===== src/rtl/fc_pkg.sv =====
// Shared definitions for the fully-connected layer sequencer and its mac datapath:
// controller states, default timing limits and the datapath bitwidth relations.
package fc_pkg;

    typedef enum logic [1:0] {
        ST_RUN   = 2'd0,
        ST_DRAIN = 2'd1,
        ST_HOLD  = 2'd2,
        ST_FLUSH = 2'd3
    } fc_state_e;

    localparam int FC_DRAIN_TIMEOUT = 8;
    localparam int FC_FLUSH_CYCLES  = 9;

    function automatic int bias_bw(input int i_bw);
        return 2 * i_bw;
    endfunction

    function automatic int o_bw(input int i_bw);
        return 3 * i_bw;
    endfunction

endpackage


===== src/rtl/fc_sequencer.sv =====
// Sequences one fully-connected layer pass: streams features with their fetched
// weights into mac, captures the per-class result and hands it downstream.
module fc_sequencer
    import fc_pkg::*;
#(
    parameter int I_BW          = 8,
    parameter int BIAS_BW       = bias_bw(I_BW),
    parameter int O_BW          = o_bw(I_BW),
    parameter int NUM_CLASSES   = 3,
    parameter int NUM_INPUTS    = 208,
    parameter int ADDR_BW       = $clog2(NUM_INPUTS),
    parameter int DRAIN_TIMEOUT = FC_DRAIN_TIMEOUT,
    parameter int FLUSH_CYCLES  = FC_FLUSH_CYCLES
) (
    input  logic                           clk_i,
    input  logic                           rst_i,
    input  logic [I_BW-1:0]                data_i,
    input  logic                           valid_i,
    input  logic                           last_i,
    output logic                           ready_o,
    input  logic [NUM_CLASSES*BIAS_BW-1:0] bias_i,
    output logic [ADDR_BW-1:0]             wmem_addr_o,
    output logic                           wmem_rd_o,
    input  logic [NUM_CLASSES*I_BW-1:0]    wmem_data_i,
    output logic [I_BW-1:0]                mac_data0_o,
    output logic                           mac_valid0_o,
    output logic [NUM_CLASSES*I_BW-1:0]    mac_data1_w_o,
    output logic [NUM_CLASSES*BIAS_BW-1:0] mac_data1_b_o,
    output logic                           mac_valid1_o,
    output logic                           mac_last1_o,
    input  logic [NUM_CLASSES*O_BW-1:0]    mac_data_i,
    input  logic                           mac_valid_i,
    output logic [NUM_CLASSES*O_BW-1:0]    data_o,
    output logic                           valid_o,
    input  logic                           ready_i,
    output logic                           frame_err_o
);

    localparam int CNT_MAX = (DRAIN_TIMEOUT > FLUSH_CYCLES) ? DRAIN_TIMEOUT : FLUSH_CYCLES;
    localparam int CNT_BW  = $clog2(CNT_MAX + 1);

    localparam logic [ADDR_BW-1:0] LAST_IDX    = ADDR_BW'(NUM_INPUTS - 1);
    localparam logic [CNT_BW-1:0]  DRAIN_LIMIT = CNT_BW'(DRAIN_TIMEOUT - 1);
    localparam logic [CNT_BW-1:0]  FLUSH_LIMIT = CNT_BW'(FLUSH_CYCLES - 1);

    fc_state_e                   state_q, state_d;
    logic [ADDR_BW-1:0]          idx_q, idx_d;
    logic [CNT_BW-1:0]           cnt_q, cnt_d;
    logic                        err_q, err_d;
    logic [I_BW-1:0]             feat_q;
    logic                        beat_q;
    logic                        last_q;
    logic [NUM_CLASSES*O_BW-1:0] result_q;

    logic accept;
    logic at_last_idx;
    logic issue_beat;
    logic capture;

    // Gated by reset so nothing is accepted while the state register is held.
    assign ready_o     = (state_q == ST_RUN) && !rst_i;
    assign accept      = valid_i && ready_o;
    assign at_last_idx = (idx_q == LAST_IDX);
    assign issue_beat  = accept && (at_last_idx || !last_i);

    assign wmem_addr_o = idx_q;
    assign wmem_rd_o   = accept;

    assign mac_data0_o   = feat_q;
    assign mac_valid0_o  = beat_q;
    assign mac_valid1_o  = beat_q;
    assign mac_last1_o   = last_q;
    assign mac_data1_w_o = beat_q ? wmem_data_i : '0;
    assign mac_data1_b_o = bias_i;

    assign data_o      = result_q;
    assign valid_o     = (state_q == ST_HOLD);
    assign frame_err_o = err_q;

    // NOTE: every signal written here gets a default first, so no path can leave one unassigned and infer a latch.
    always_comb begin
        state_d = state_q;
        idx_d   = idx_q;
        cnt_d   = cnt_q;
        err_d   = 1'b0;
        capture = 1'b0;

        unique case (state_q)
            ST_RUN: begin
                if (accept) begin
                    if (at_last_idx) begin
                        idx_d   = '0;
                        cnt_d   = '0;
                        err_d   = !last_i;
                        state_d = ST_DRAIN;
                    end else if (last_i) begin
                        idx_d   = '0;
                        cnt_d   = '0;
                        err_d   = 1'b1;
                        state_d = ST_FLUSH;
                    end else begin
                        idx_d = idx_q + 1'b1;
                    end
                end
            end
            ST_DRAIN: begin
                if (mac_valid_i) begin
                    capture = 1'b1;
                    state_d = ST_HOLD;
                end else if (cnt_q == DRAIN_LIMIT) begin
                    cnt_d   = '0;
                    err_d   = 1'b1;
                    state_d = ST_FLUSH;
                end else begin
                    cnt_d = cnt_q + 1'b1;
                end
            end
            ST_HOLD: begin
                if (ready_i) begin
                    state_d = ST_RUN;
                end
            end
            ST_FLUSH: begin
                // Keeping mac idle this long trips its valid timeout and clears any partial sums.
                if (cnt_q == FLUSH_LIMIT) begin
                    state_d = ST_RUN;
                end else begin
                    cnt_d = cnt_q + 1'b1;
                end
            end
            default: state_d = ST_RUN;
        endcase
    end

    // NOTE: state registers use non-blocking assignments so every flop samples the pre-edge values.
    always_ff @(posedge clk_i or posedge rst_i) begin
        if (rst_i) begin
            state_q  <= ST_RUN;
            idx_q    <= '0;
            cnt_q    <= '0;
            err_q    <= 1'b0;
            feat_q   <= '0;
            beat_q   <= 1'b0;
            last_q   <= 1'b0;
            result_q <= '0;
        end else begin
            state_q <= state_d;
            idx_q   <= idx_d;
            cnt_q   <= cnt_d;
            err_q   <= err_d;
            beat_q  <= issue_beat;
            last_q  <= issue_beat && at_last_idx;
            if (issue_beat) begin
                feat_q <= data_i;
            end
            if (capture) begin
                result_q <= mac_data_i;
            end
        end
    end

endmodule


===== config.mk =====
export PLATFORM = sky130hd
export DESIGN_NAME = fc_sequencer
export DESIGN_NICKNAME = d
export VERILOG_FILES = /design/src/rtl/fc_pkg.sv /design/src/rtl/fc_sequencer.sv
export SDC_FILE = /design/constraint.sdc
export NUM_CORES = 1
export LEC_CHECK = 0
export CAP_MARGIN = 10
export CORE_AREA = 2 2 127 129
export CTS_CLUSTER_SIZE = 10
export DETAILED_ROUTE_END_ITERATION = 10
export DIE_AREA = 0 0 129 131
export PLACE_DENSITY = 0.68
export SETUP_SLACK_MARGIN = 0.5
export SLEW_MARGIN = 10
export SYNTH_ARGS = -nofsm -noshare
export SYNTH_HDL_FRONTEND = slang
export SYNTH_SLANG_ARGS = --single-unit
export TNS_END_PERCENT = 100

===== constraint.sdc =====
create_clock -name clk_i -period 3.6 [get_ports clk_i]
set_input_delay 0.72 -clock clk_i [delete_from_list [all_inputs] [get_ports clk_i]]
set_output_delay 0.72 -clock clk_i [all_outputs]
set_load 0.05 [all_outputs]

==> impl_metrics.py <==
metrics = {
    "floorplanning": {
        "die_h_um": 131,
        "fp-row-count": 46,
        "core_area_sq_um": 15600,
        "die_x_um": 129,
        "initial_core_util_pct": 28.59,
        "die-area_sq_um": 16900,
        "io-pin-count": 325,
    },
    "layout": {
        "antenna_cells": 0,
        "area_delta_synth_final_pct": 54.80,
        "final_layout_size_suffix_gt1_share_pct": 20.00,
        "fin_util_pct": 44.26,
        "fin_cells": 746,
        "nets": 688,
        "stdcell_area_sq_um": 6903,
    },
    "critical_path": {
        "cp_data_arrival_time_ps": 2190,
        "ff2ff_setup_slack_ps": 1040,
        "worstSetupStartpointType": "input port",
        "rr_startpoint": "wmem_addr_o[0]",
        "crit_path_max_fanout": 11,
        "required_ps": 2880,
        "crit_chain": "clkdlybuf4s50_1 > and2b_1 > nand3_4 > inv_1 > buf_4",
        "worst-path-buf-inv": 3,
        "reg2reg_depth": 6,
        "worst_path_dominant_cell_family": "buffers and inverters",
        "crit_path_start": "rst_i",
        "reg2reg_to": "mac_data0_o[2]",
        "critPathSlowestCell": "clkdlybuf4s50_1",
        "end_kind": "primary output",
        "slowest_delay_ps": 470,
        "worstSetupPathType": "input port to primary output",
    },
    "clock_network": {
        "clk_latency_ps": 350,
        "clk_pin_slew_worst_paths_ps": 70,
        "clkSinkCount": 97,
        "cts_setup_buffers": 0,
        "clk_path_buf_depth": 2,
        "cts_resized": 0,
        "cts_buffers": 9,
        "holdBufCountCts": 0,
        "cts_tree": "done",
        "cts_root_buf": "clkbuf_16",
        "cts_max_level": 3,
    },
    "synthesis": {
        "ys_ff_latch": 97,
        "synth_most_common_cell": "dfrtp_1",
        "yosys_warnings": 0,
        "netlist.area_leader.share_pct": 54.43,
        "syn_avg_cell_area_sq_um": 12.89,
        "synth_edf_count": 0,
        "muxShareOfSynthArea_pct": 20.43,
        "synth_top_family_by_area": "multiplexers",
        "synth.top_cells.by_count": "dfrtp_1 (97), mux2_2 (80), buf_4 (50)",
        "yosys.area.top_type": "dfrtp_1",
        "netlist_instances": 346,
        "synthesis.nets": 509,
        "seq_area_frac_synth_pct": 54.43,
        "synth-simple-area-share_pct": 8.642,
        "netlist_area_sq_um": 4459,
        "synthAdderAreaFrac_pct": 1.403,
        "ys.flop_type": "dfrtp_1",
        "synth-xor-area-share_pct": 0.9820,
        "async_flop_share_pct": 100.0,
        "synthDistinctLibCells": 41,
        "synth_compound_area_share_pct": 3.535,
        "synthTopCellsByArea": "dfrtp_1 (54%), mux2_2 (20%), buf_4 (8.4%), and2_1 (3.5%), ha_1 (1.4%)",
    },
    "pwr": {
        "switching_share_pct": 47.35,
        "pwr-share-seq_pct": 28.7,
        "internal_power_mw": 3.506,
        "power_leakage_nw": 2.848,
        "p_clk_share_pct": 14.2,
        "p_switching_mw": 3.153,
        "combPwrFrac_pct": 57.1,
        "power_mw": 6.659,
        "power.density_nw_per_um2": 964.6,
        "ir_worst_vdd_mv": 0.5420,
    },
    "placement": {
        "place_ws_ps": 682.0,
        "gp_congestion": 0.7506,
        "dp.cells": 730,
        "port_buffers": 228,
        "place_area_sq_um": 6610,
        "hpwl_um": 9232,
    },
    "min_path": {
        "hold_class": "flop to flop",
        "holdCritStartpoint": "mac_data0_o[1]",
        "hold-path-cell-count": 1,
        "hold_end": "mac_data0_o[1]",
    },
    "timing": {
        "setup_tns_ps": 0,
        "min_period_over_period_pct": 80.82,
        "worst_hold_slack_ps": 505.3,
        "fin_crit_ps": 2910,
        "fmax_ghz": 0.3437,
        "setup_violations": 0,
        "tightest_slew_ps": 980.5,
        "finalMaxSlewViolations": 0,
        "setup_slack_ps": 690.4,
        "rsz0062_at_grt": "false",
        "slew_headroom_pct": 34.64,
        "hold_violations": 0,
        "finalClockSkew_ps": 8.216,
    },
    "grt": {
        "track_usage_pct": 13.74,
        "grt_pass1_wl_um": 17840,
        "antenna_found_initial": 0,
        "grt_max_degree": 73,
        "gr-total-overflow": 0,
        "grt_pass1_vias": 3408,
    },
    "drt": {
        "wl_per_cell_um": 16.02,
        "vias": 3227,
        "route.detailed.drc": 0,
        "first_pass_iters": 4,
        "wl_um": 11950,
        "viasPerCell": 4.326,
        "drtIter0Drc": 65,
        "ant_nets": 0,
    },
    "flow_run": {
        "cap_violations": 0,
    },
    "status": {
        "outcome": "completed",
    },
}
sequential cells by signal, summed over array words and instances, names as in the netlist:
name	count
data_o	72
mac_data0_o	8
wmem_addr_o	8
cnt_q	4
state_q	2
frame_err_o	1
mac_last1_o	1
mac_valid0_o	1
power groups by stage:
stage | sequential [mW] | combinational (mW) | clock (mW)
finish | 1.91 | 3.80 | 0.943
global route | 1.99 | 3.97 | 1.04
CTS | 1.92 | 3.84 | 0.984
detailed placement | 1.93 | 3.83 | 0
global placement | 1.90 | 3.79 | 0
floorplan | 3.54 | 1.01 | 0
worst max path at each step:
stage	cells after the start	end
2_1_floorplan	7	mac_data0_o[0]
3_3_place_gp	3	ready_o
3_5_place_dp	3	ready_o
4_1_cts	3	ready_o
5_1_grt	5	wmem_rd_o
6_report	5	wmem_rd_o
cells by family (layout without fill, tap and decap cells):
group                      Yosys count  after routing
AOI/OAI and AO/OA                   23             23
adders and majority gates            5              5
DFF                                 97             97
xor gates and xnor gates             5              5
muxes                               81             81
buffers and inverters               71            255
and+or+nand+nor                     64             64
layout make-up:
type                       count  area (sq um)
inverter                       9         37.54
clock inverter                 7         67.56
sequential                    97          2427
multi-input combinational    178          1568
fill                        1450          8695
timing repair buffer         230          2307
clock buffer                   9         225.2
tap                          216         270.3
metal layers:
metal  vias up  global-route usage (%)  wire [um]
li1       1489                       -          -
met1      1561                   14.88       4309
met2       135                   23.37       6276
met3        42                   6.026       1046
met4         0                   6.202        321
met5         -                       0          0
cells in the final DEF (no fill, tap or decap), types with 6 or more instances in the layout:
cell type          n
clkdlybuf4s50_1  227
clkbuf_16          9
and2_1            25
nor2_1             7
mux2_2            80
inv_1              7
nand3_1            7
dfrtp_1           97
a21oi_1            6
worst reg2reg max path: stages (launching register included):
cell and delay, ps:
dfrtp_1 420, ha_1 280, nand4_1 100, or4b_1 650, ha_1 300, nor2_4 300, mux2_2 390
(Power assumes the default switching activity.)
